===== src/rtl/uart_tx_unit.sv =====
// 8N1 UART transmitter: free-running 16x baud tick, one-word holding register,
// and a START/DATA/STOP shift FSM driving a registered, idle-high tx line.
module uart_tx_unit #(
    parameter int DBIT    = 8,
    parameter int SB_TICK = 16,
    parameter int CLK_DIV = 163,
    parameter int DIV_W   = 8
) (
    input  logic            clk,
    input  logic            reset,
    input  logic            tx_start,
    input  logic [DBIT-1:0] din,
    output logic            tx,
    output logic            tx_full,
    output logic            tx_busy,
    output logic            tx_done_tick
);

    // The tick counter must also reach SB_TICK-1 when two stop bits are configured.
    localparam int S_W = (SB_TICK > 16) ? $clog2(SB_TICK) : 4;
    localparam int N_W = (DBIT > 1) ? $clog2(DBIT) : 1;

    localparam logic [DIV_W-1:0] DIV_LAST  = DIV_W'(CLK_DIV - 1);
    localparam logic [S_W-1:0]   S_LAST    = S_W'(15);
    localparam logic [S_W-1:0]   STOP_LAST = S_W'(SB_TICK - 1);
    localparam logic [N_W-1:0]   N_LAST    = N_W'(DBIT - 1);

    typedef enum logic [1:0] {
        IDLE  = 2'd0,
        START = 2'd1,
        DATA  = 2'd2,
        STOP  = 2'd3
    } state_t;

    // ------------------------------------------------------------------
    // Baud tick generator (free running, never realigned to a frame)
    // ------------------------------------------------------------------
    logic [DIV_W-1:0] div_reg;
    logic             s_tick;

    assign s_tick = (div_reg == DIV_LAST);

    always_ff @(posedge clk) begin
        if (reset) begin
            div_reg <= '0;
        end else if (s_tick) begin
            div_reg <= '0;
        end else begin
            div_reg <= div_reg + DIV_W'(1);
        end
    end

    // ------------------------------------------------------------------
    // Holding register
    // ------------------------------------------------------------------
    state_t            state_reg, state_next;
    logic [DBIT-1:0]   hold_reg;
    logic              full_reg;
    logic              accept;
    logic              load;

    // Acceptance looks only at the registered flag, so a start in the load
    // cycle is dropped even though the slot is about to free up.
    assign accept = tx_start & ~full_reg;
    assign load   = (state_reg == IDLE) & full_reg;

    always_ff @(posedge clk) begin
        if (reset) begin
            hold_reg <= '0;
            full_reg <= 1'b0;
        end else if (accept) begin
            hold_reg <= din;
            full_reg <= 1'b1;
        end else if (load) begin
            full_reg <= 1'b0;
        end
    end

    // ------------------------------------------------------------------
    // Frame FSM
    // ------------------------------------------------------------------
    logic [S_W-1:0]  s_reg, s_next;
    logic [N_W-1:0]  n_reg, n_next;
    logic [DBIT-1:0] shift_reg, shift_next;
    logic            tx_reg, tx_next;
    logic            done_tick;

    always_ff @(posedge clk) begin
        if (reset) begin
            state_reg <= IDLE;
            s_reg     <= '0;
            n_reg     <= '0;
            shift_reg <= '0;
            tx_reg    <= 1'b1;
        end else begin
            state_reg <= state_next;
            s_reg     <= s_next;
            n_reg     <= n_next;
            shift_reg <= shift_next;
            tx_reg    <= tx_next;
        end
    end

    always_comb begin
        state_next = state_reg;
        s_next     = s_reg;
        n_next     = n_reg;
        shift_next = shift_reg;
        tx_next    = tx_reg;
        done_tick  = 1'b0;
        unique case (state_reg)
            IDLE: begin
                tx_next = 1'b1;
                if (full_reg) begin
                    shift_next = hold_reg;
                    s_next     = '0;
                    state_next = START;
                end
            end
            START: begin
                tx_next = 1'b0;
                if (s_tick) begin
                    if (s_reg == S_LAST) begin
                        s_next     = '0;
                        n_next     = '0;
                        state_next = DATA;
                    end else begin
                        s_next = s_reg + S_W'(1);
                    end
                end
            end
            DATA: begin
                tx_next = shift_reg[0];
                if (s_tick) begin
                    if (s_reg == S_LAST) begin
                        s_next     = '0;
                        shift_next = shift_reg >> 1;
                        if (n_reg == N_LAST) begin
                            state_next = STOP;
                        end else begin
                            n_next = n_reg + N_W'(1);
                        end
                    end else begin
                        s_next = s_reg + S_W'(1);
                    end
                end
            end
            STOP: begin
                tx_next = 1'b1;
                if (s_tick) begin
                    if (s_reg == STOP_LAST) begin
                        done_tick  = 1'b1;
                        state_next = IDLE;
                    end else begin
                        s_next = s_reg + S_W'(1);
                    end
                end
            end
            default: begin
                state_next = IDLE;
                tx_next    = 1'b1;
            end
        endcase
    end

    assign tx           = tx_reg;
    assign tx_full      = full_reg;
    assign tx_busy      = (state_reg != IDLE);
    // A reset landing in the final stop tick must not report a completed frame.
    assign tx_done_tick = done_tick & ~reset;

endmodule

===== config.mk =====
export PLATFORM = sky130hd
export DESIGN_NAME = uart_tx_unit
export DESIGN_NICKNAME = d
export VERILOG_FILES = /design/src/rtl/uart_tx_unit.sv
export SDC_FILE = /design/constraint.sdc
export NUM_CORES = 1
export LEC_CHECK = 0
export CORE_ASPECT_RATIO = 1.75
export CORE_MARGIN = 2
export CORE_UTILIZATION = 35
export DETAILED_ROUTE_END_ITERATION = 10
export GPL_TIMING_DRIVEN = 0
export PLACE_DENSITY = 0.53
export SLEW_MARGIN = 15
export SYNTH_ARGS = -nofsm -noshare
export SYNTH_HDL_FRONTEND = slang
export SYNTH_SLANG_ARGS = --single-unit
export TNS_END_PERCENT = 20

===== constraint.sdc =====
create_clock -name clk -period 3.9 [get_ports clk]
set_clock_uncertainty 0.1 [all_clocks]
set_input_delay 0.585 -clock clk [delete_from_list [all_inputs] [get_ports clk]]
set_output_delay 0.585 -clock clk [all_outputs]
set_load 0.01 [all_outputs]

Yosys cells after proc, flatten, opt, wreduce, memory -nomap -nowiden
Index checks and enable logic that the tools add are counted.
{"block": "op_classes", "n_addsub": 3, "eq_ne": 17, "n_mux": 31, "n_bitwise": 5, "n_reduce_logical": 12}
{"cell": "2-to-1 mux 8 bit", "count": 3}
{"cell": "2-to-1 mux 4 bit", "count": 5}
{"cell": "inequality test 2 bit, second input constant", "count": 10}
{"cell": "2-to-1 mux 2 bit", "count": 8}
{"cell": "case mux 8 bit (2 select lines)", "count": 1}
{"cell": "2-to-1 mux 3 bit", "count": 5}
{"cell": "case mux 4 bit (3 select lines)", "count": 1}
{"cell": "adder 8 x 1 -> 8 bit, second input constant", "count": 1}
{"cell": "equality test 8 bit, second input constant", "count": 1}
{"cell": "case mux 2 bit (4 select lines)", "count": 1}
{"cell": "AND reduction 4 bit", "count": 2}
{"cell": "AND reduction 8 bit", "count": 1}
{"cell": "nonzero test 2 bit", "count": 4}
{"cell": "case mux 3 bit (2 select lines)", "count": 1}
{"cell": "AND reduction 6 bit", "count": 1}
{"cell": "OR reduction 2 bit", "count": 3}
{"cell": "2-to-1 mux 1 bit", "count": 5}
{"cell": "adder 4 x 1 -> 4 bit, second input constant", "count": 1}
{"cell": "equality test 2 bit, second input constant", "count": 2}
{"cell": "equality test 4 bit, second input constant", "count": 1}
{"cell": "adder 3 x 1 -> 3 bit, second input constant", "count": 1}
{"cell": "bitwise AND 1 bit", "count": 3}
{"cell": "equality test 3 bit, second input constant", "count": 1}
{"cell": "case mux 1 bit (3 select lines)", "count": 1}
{"cell": "4 further kinds", "count": 5}
{"block": "totals", "reg_bits": 35, "input_bits": 11, "out_inout_bits": 4, "word_cells": 76}

Logic depth before layout (Yosys ltp)
{"block": "logic_depth", "ltp_word": 5, "mapped_depth": 7, "ltp_nobuf": 6}

Least setup slack after synthesis
OpenSTA, ideal clock, no wires.
{"block": "synth_path", "kind": "reg2out", "start": "reg s_reg[0]", "end": "out tx_done_tick", "arrival_ns": 1.251, "required_time_ns": 3.215, "path_slack_ns": 1.964, "path_stages_with_launch": 6, "n_path_buf": 1, "cell_sequence": "dfxtp_1 ha_1 and3_1 buf_2 nand3_1 nor3_1"}
{"block": "synth_between", "elab_chain_cells": 5}
{"item": "from (decl)", "line": "82", "source": "logic [S_W-1:0] s_reg, s_next;"}
{"item": "from (signal assigned)", "line": "97", "source": "s_reg <= s_next;"}
{"item": "equality test 4 bit", "line": "151", "source": "if (s_reg == STOP_LAST) begin"}
{"item": "2-to-1 mux 1 bit", "line": "151"}
{"item": "2-to-1 mux 1 bit", "line": "150", "source": "if (s_tick) begin"}
{"item": "2-to-1 mux 1 bit", "line": "111", "source": "unique case (state_reg)"}
{"item": "bitwise AND 1 bit", "line": "170", "source": "assign tx_done_tick = done_tick & ~reset;"}
{"item": "to (decl)", "line": "16", "source": "output logic tx_done_tick"}
No other way between the ends.

Worst setup path after layout
Ends and elaborated chain as after synthesis.

==> impl_metrics.py <==
metrics = {
    "die": {
        "rows": 34,
        "die_h_um": 97.6,
        "initial_core_util_pct": 35.8,
        "die_w_um": 57.5,
        "dieArea_um2": 5610,
        "io_pins": 15,
        "core-area_um2": 4890,
    },
    "sta": {
        "fmax_ghz": 0.339,
        "tightest_slew_ps": 589,
        "hold_violations": 0,
        "worst_slew_margin_rel_pct": 60.5,
        "rsz0062_at_grt": "no",
        "slew_viol_final": 0,
        "final-setup-viol-count": 0,
        "tns_ps": 0,
        "min_period_over_period_pct": 75.7,
        "min_period_ps": 2950,
        "setup_ws_ps": 947,
    },
    "cts": {
        "cts_made_buffers": 5,
        "cts.repair.resized": 0,
        "cts_tree": "built",
        "cts_max_path_buffers": 2,
        "clk_pin_slew_ps": 70,
        "postCtsSetupBuffers": 0,
        "htreeDepth": 2,
        "clk_latency_ps": 290,
        "postCtsHoldBufs": 0,
        "cts-root-buf": "clkbuf_8",
        "clkSinkCount": 35,
    },
    "yosys": {
        "synth.net_count": 223,
        "yosysWarnings": 0,
        "yosys.area_share.simple_pct": 23.0,
        "synthAdderAreaFrac_pct": 6.42,
        "synthesis.area_um2": 1750,
        "synth_top_family_by_area": "simple AND/OR/NAND/NOR gates",
        "synth-compound-area-share_pct": 18.8,
        "ys_seq_area_share_pct": 40.0,
        "ys_seq_elements": 35,
        "synth_cells": 203,
        "avgSynthCellArea_um2": 8.64,
        "synthXorXnorAreaFrac_pct": 3.00,
        "synth.distinct_cells": 42,
        "synth_mux_area_share_pct": 4.57,
    },
    "route": {
        "drt_iter0_markers": 46,
        "wire_per_inst_um": 14.2,
        "drc": 0,
        "finalWirelength_um": 3950,
        "vias_per_cell": 5.39,
        "drt-pass1-iter-count": 4,
        "via_count": 1499,
        "ant_nets": 0,
    },
    "setup_path": {
        "crit_arrival_ps": 2270,
        "r2r_cells": 7,
        "worstPathMaxFanout": 7,
        "start_kind": "flop",
        "crit_type": "flop to primary output",
        "end_kind": "primary output",
        "required_ps": 3210,
    },
    "power_and_ir_drop": {
        "clkPwrFrac_pct": 29.8,
        "swShare_pct": 34.7,
        "combinationalPowerShare_pct": 34.5,
        "internal_power_uw": 747,
        "peakVddDrop_mv": 0.305,
        "powerDensity_nw_per_um2": 553,
        "p_switching_uw": 397,
        "seqPwrFrac_pct": 35.8,
        "cellLeakagePower_nw": 0.750,
    },
    "final_layout": {
        "syn_to_final_growth_pct": 18.0,
        "insertedDiodeCount": 0,
        "final_common_cell": "dfxtp_1",
        "final_cell_mix": "dfxtp_1, a21oi_1, nand2_1",
        "nNetsFinal": 243,
        "drive_gt1_share_pct": 8.93,
    },
    "min_path": {
        "whs_path_depth": 2,
        "holdCritPathClass": "flop to flop",
    },
    "grt": {
        "grt_pass1_wl_um": 6840,
        "grt_max_degree": 12,
        "antenna_found_initial": 0,
        "grt_usage_pct": 15.5,
        "overflow": 0,
        "grt_pass1_vias": 1512,
    },
    "placed_design": {
        "io_buffers": 13,
        "place_ws_ps": 1280,
        "gp_congestion": 0.817,
        "dp_hpwl_um": 3000,
    },
    "flow_run": {
        "maxCapViolCount": 0,
    },
    "status": {
        "outcome": "finished, final reports clean",
    },
}
[through the flow]
stage / hold slack [ps] / area (um2) / utilization, % / instances / total power [mW]
final: 356 / 2070 / 42.3 / 278 / 1.14
after CTS: 360 / 2070 / 42.3 / 278 / 1.16
after floorplan: 336 / 1750 / - / 203 / 0.688
after global placement: 344 / 1950 / 39.9 / 270 / 0.815
after detailed placement: 349 / 1950 / 39.9 / 270 / 0.813
after global routing: 381 / 2070 / 42.3 / 278 / 1.22
[power by group through the flow]
stage	registers, mW	logic, mW	clock network [mW]
after floorplan	0.415	0.273	0
after global placement	0.417	0.398	0
after detailed placement	0.418	0.394	0
after CTS	0.410	0.396	0.350
after global routing	0.413	0.435	0.368
final	0.409	0.394	0.341
[synthesized netlist by cell type, drive strengths merged]
master / n / area, um2
o311ai: 1 / 8.76
o2bb2ai: 1 / 8.76
o221ai: 1 / 8.76
xnor2: 1 / 8.76
a31oi: 1 / 6.26
nor4b: 1 / 8.76
o21ai: 17 / 85.1
inv: 7 / 26.3
nor3b: 1 / 12.5
or3b: 2 / 17.5
a41o: 1 / 10.0
and3: 4 / 25.0
xor2: 5 / 43.8
a21boi: 2 / 15.0
mux2i: 8 / 80.1
a211oi: 1 / 7.51
a21oi: 22 / 110
nand2: 21 / 78.8
or4b: 1 / 10.0
nand4: 2 / 12.5
o31ai: 1 / 12.5
nor2: 13 / 48.8
a41oi: 1 / 16.3
buf: 4 / 26.3
a2111oi: 1 / 15.0
ha: 9 / 113
clkbuf: 6 / 22.5
or4: 1 / 7.51
o31a: 1 / 8.76
nand3: 9 / 45.0
and4bb: 1 / 12.5
or3: 8 / 50.1
or2: 1 / 6.26
dfxtp: 35 / 701
nor2b: 3 / 18.8
nand2b: 2 / 12.5
o41ai: 1 / 16.3
nor3: 5 / 25.0
nand4bb: 1 / 11.3
[worst max-delay path, stage by stage, from the launching register on]
cell	delay, ps
dfxtp_1	380
ha_1	220
and3_1	160
buf_2	190
nand3_1	210
nor3_1	240
clkdlybuf4s50_1	580
[final cells by class]
class | instances | area [um2]
sequential | 35 | 701
buffer | 10 | 48.8
clock inverter | 2 | 35.0
clock buffer | 6 | 82.6
timing repair buffer | 13 | 130
fill | 491 | 2820
multi-input combinational | 151 | 977
inverter | 7 | 26.3
tap | 54 | 67.6
[metal layers]
metal	track usage, %	part of all wire (%)	vias to the layer above
met4	6.62	2.9	0
met2	28.1	54	24
li1	-	-	767
met5	0	0	-
met3	2.80	2.5	9
met1	16.8	40	699
[cells by family after synthesis]
kind of cell	Yosys count
compound gates	52
xor+xnor	6
fa+ha+maj	9
buf+inv	17
flops	35
mux	8
simple gates	76
[path summary, 6_finish.rpt]
path | start | end | slack (ps)
worst min-delay path | hold_reg[6] | hold_reg[6] | 360
worst min register to register | hold_reg[6] | hold_reg[6] | 360
worst max register to register | state_reg[0] | shift_reg[7] | 1770
worst max-delay path | s_reg[0] | tx_done_tick | 950
(Power assumes the default switching activity.)
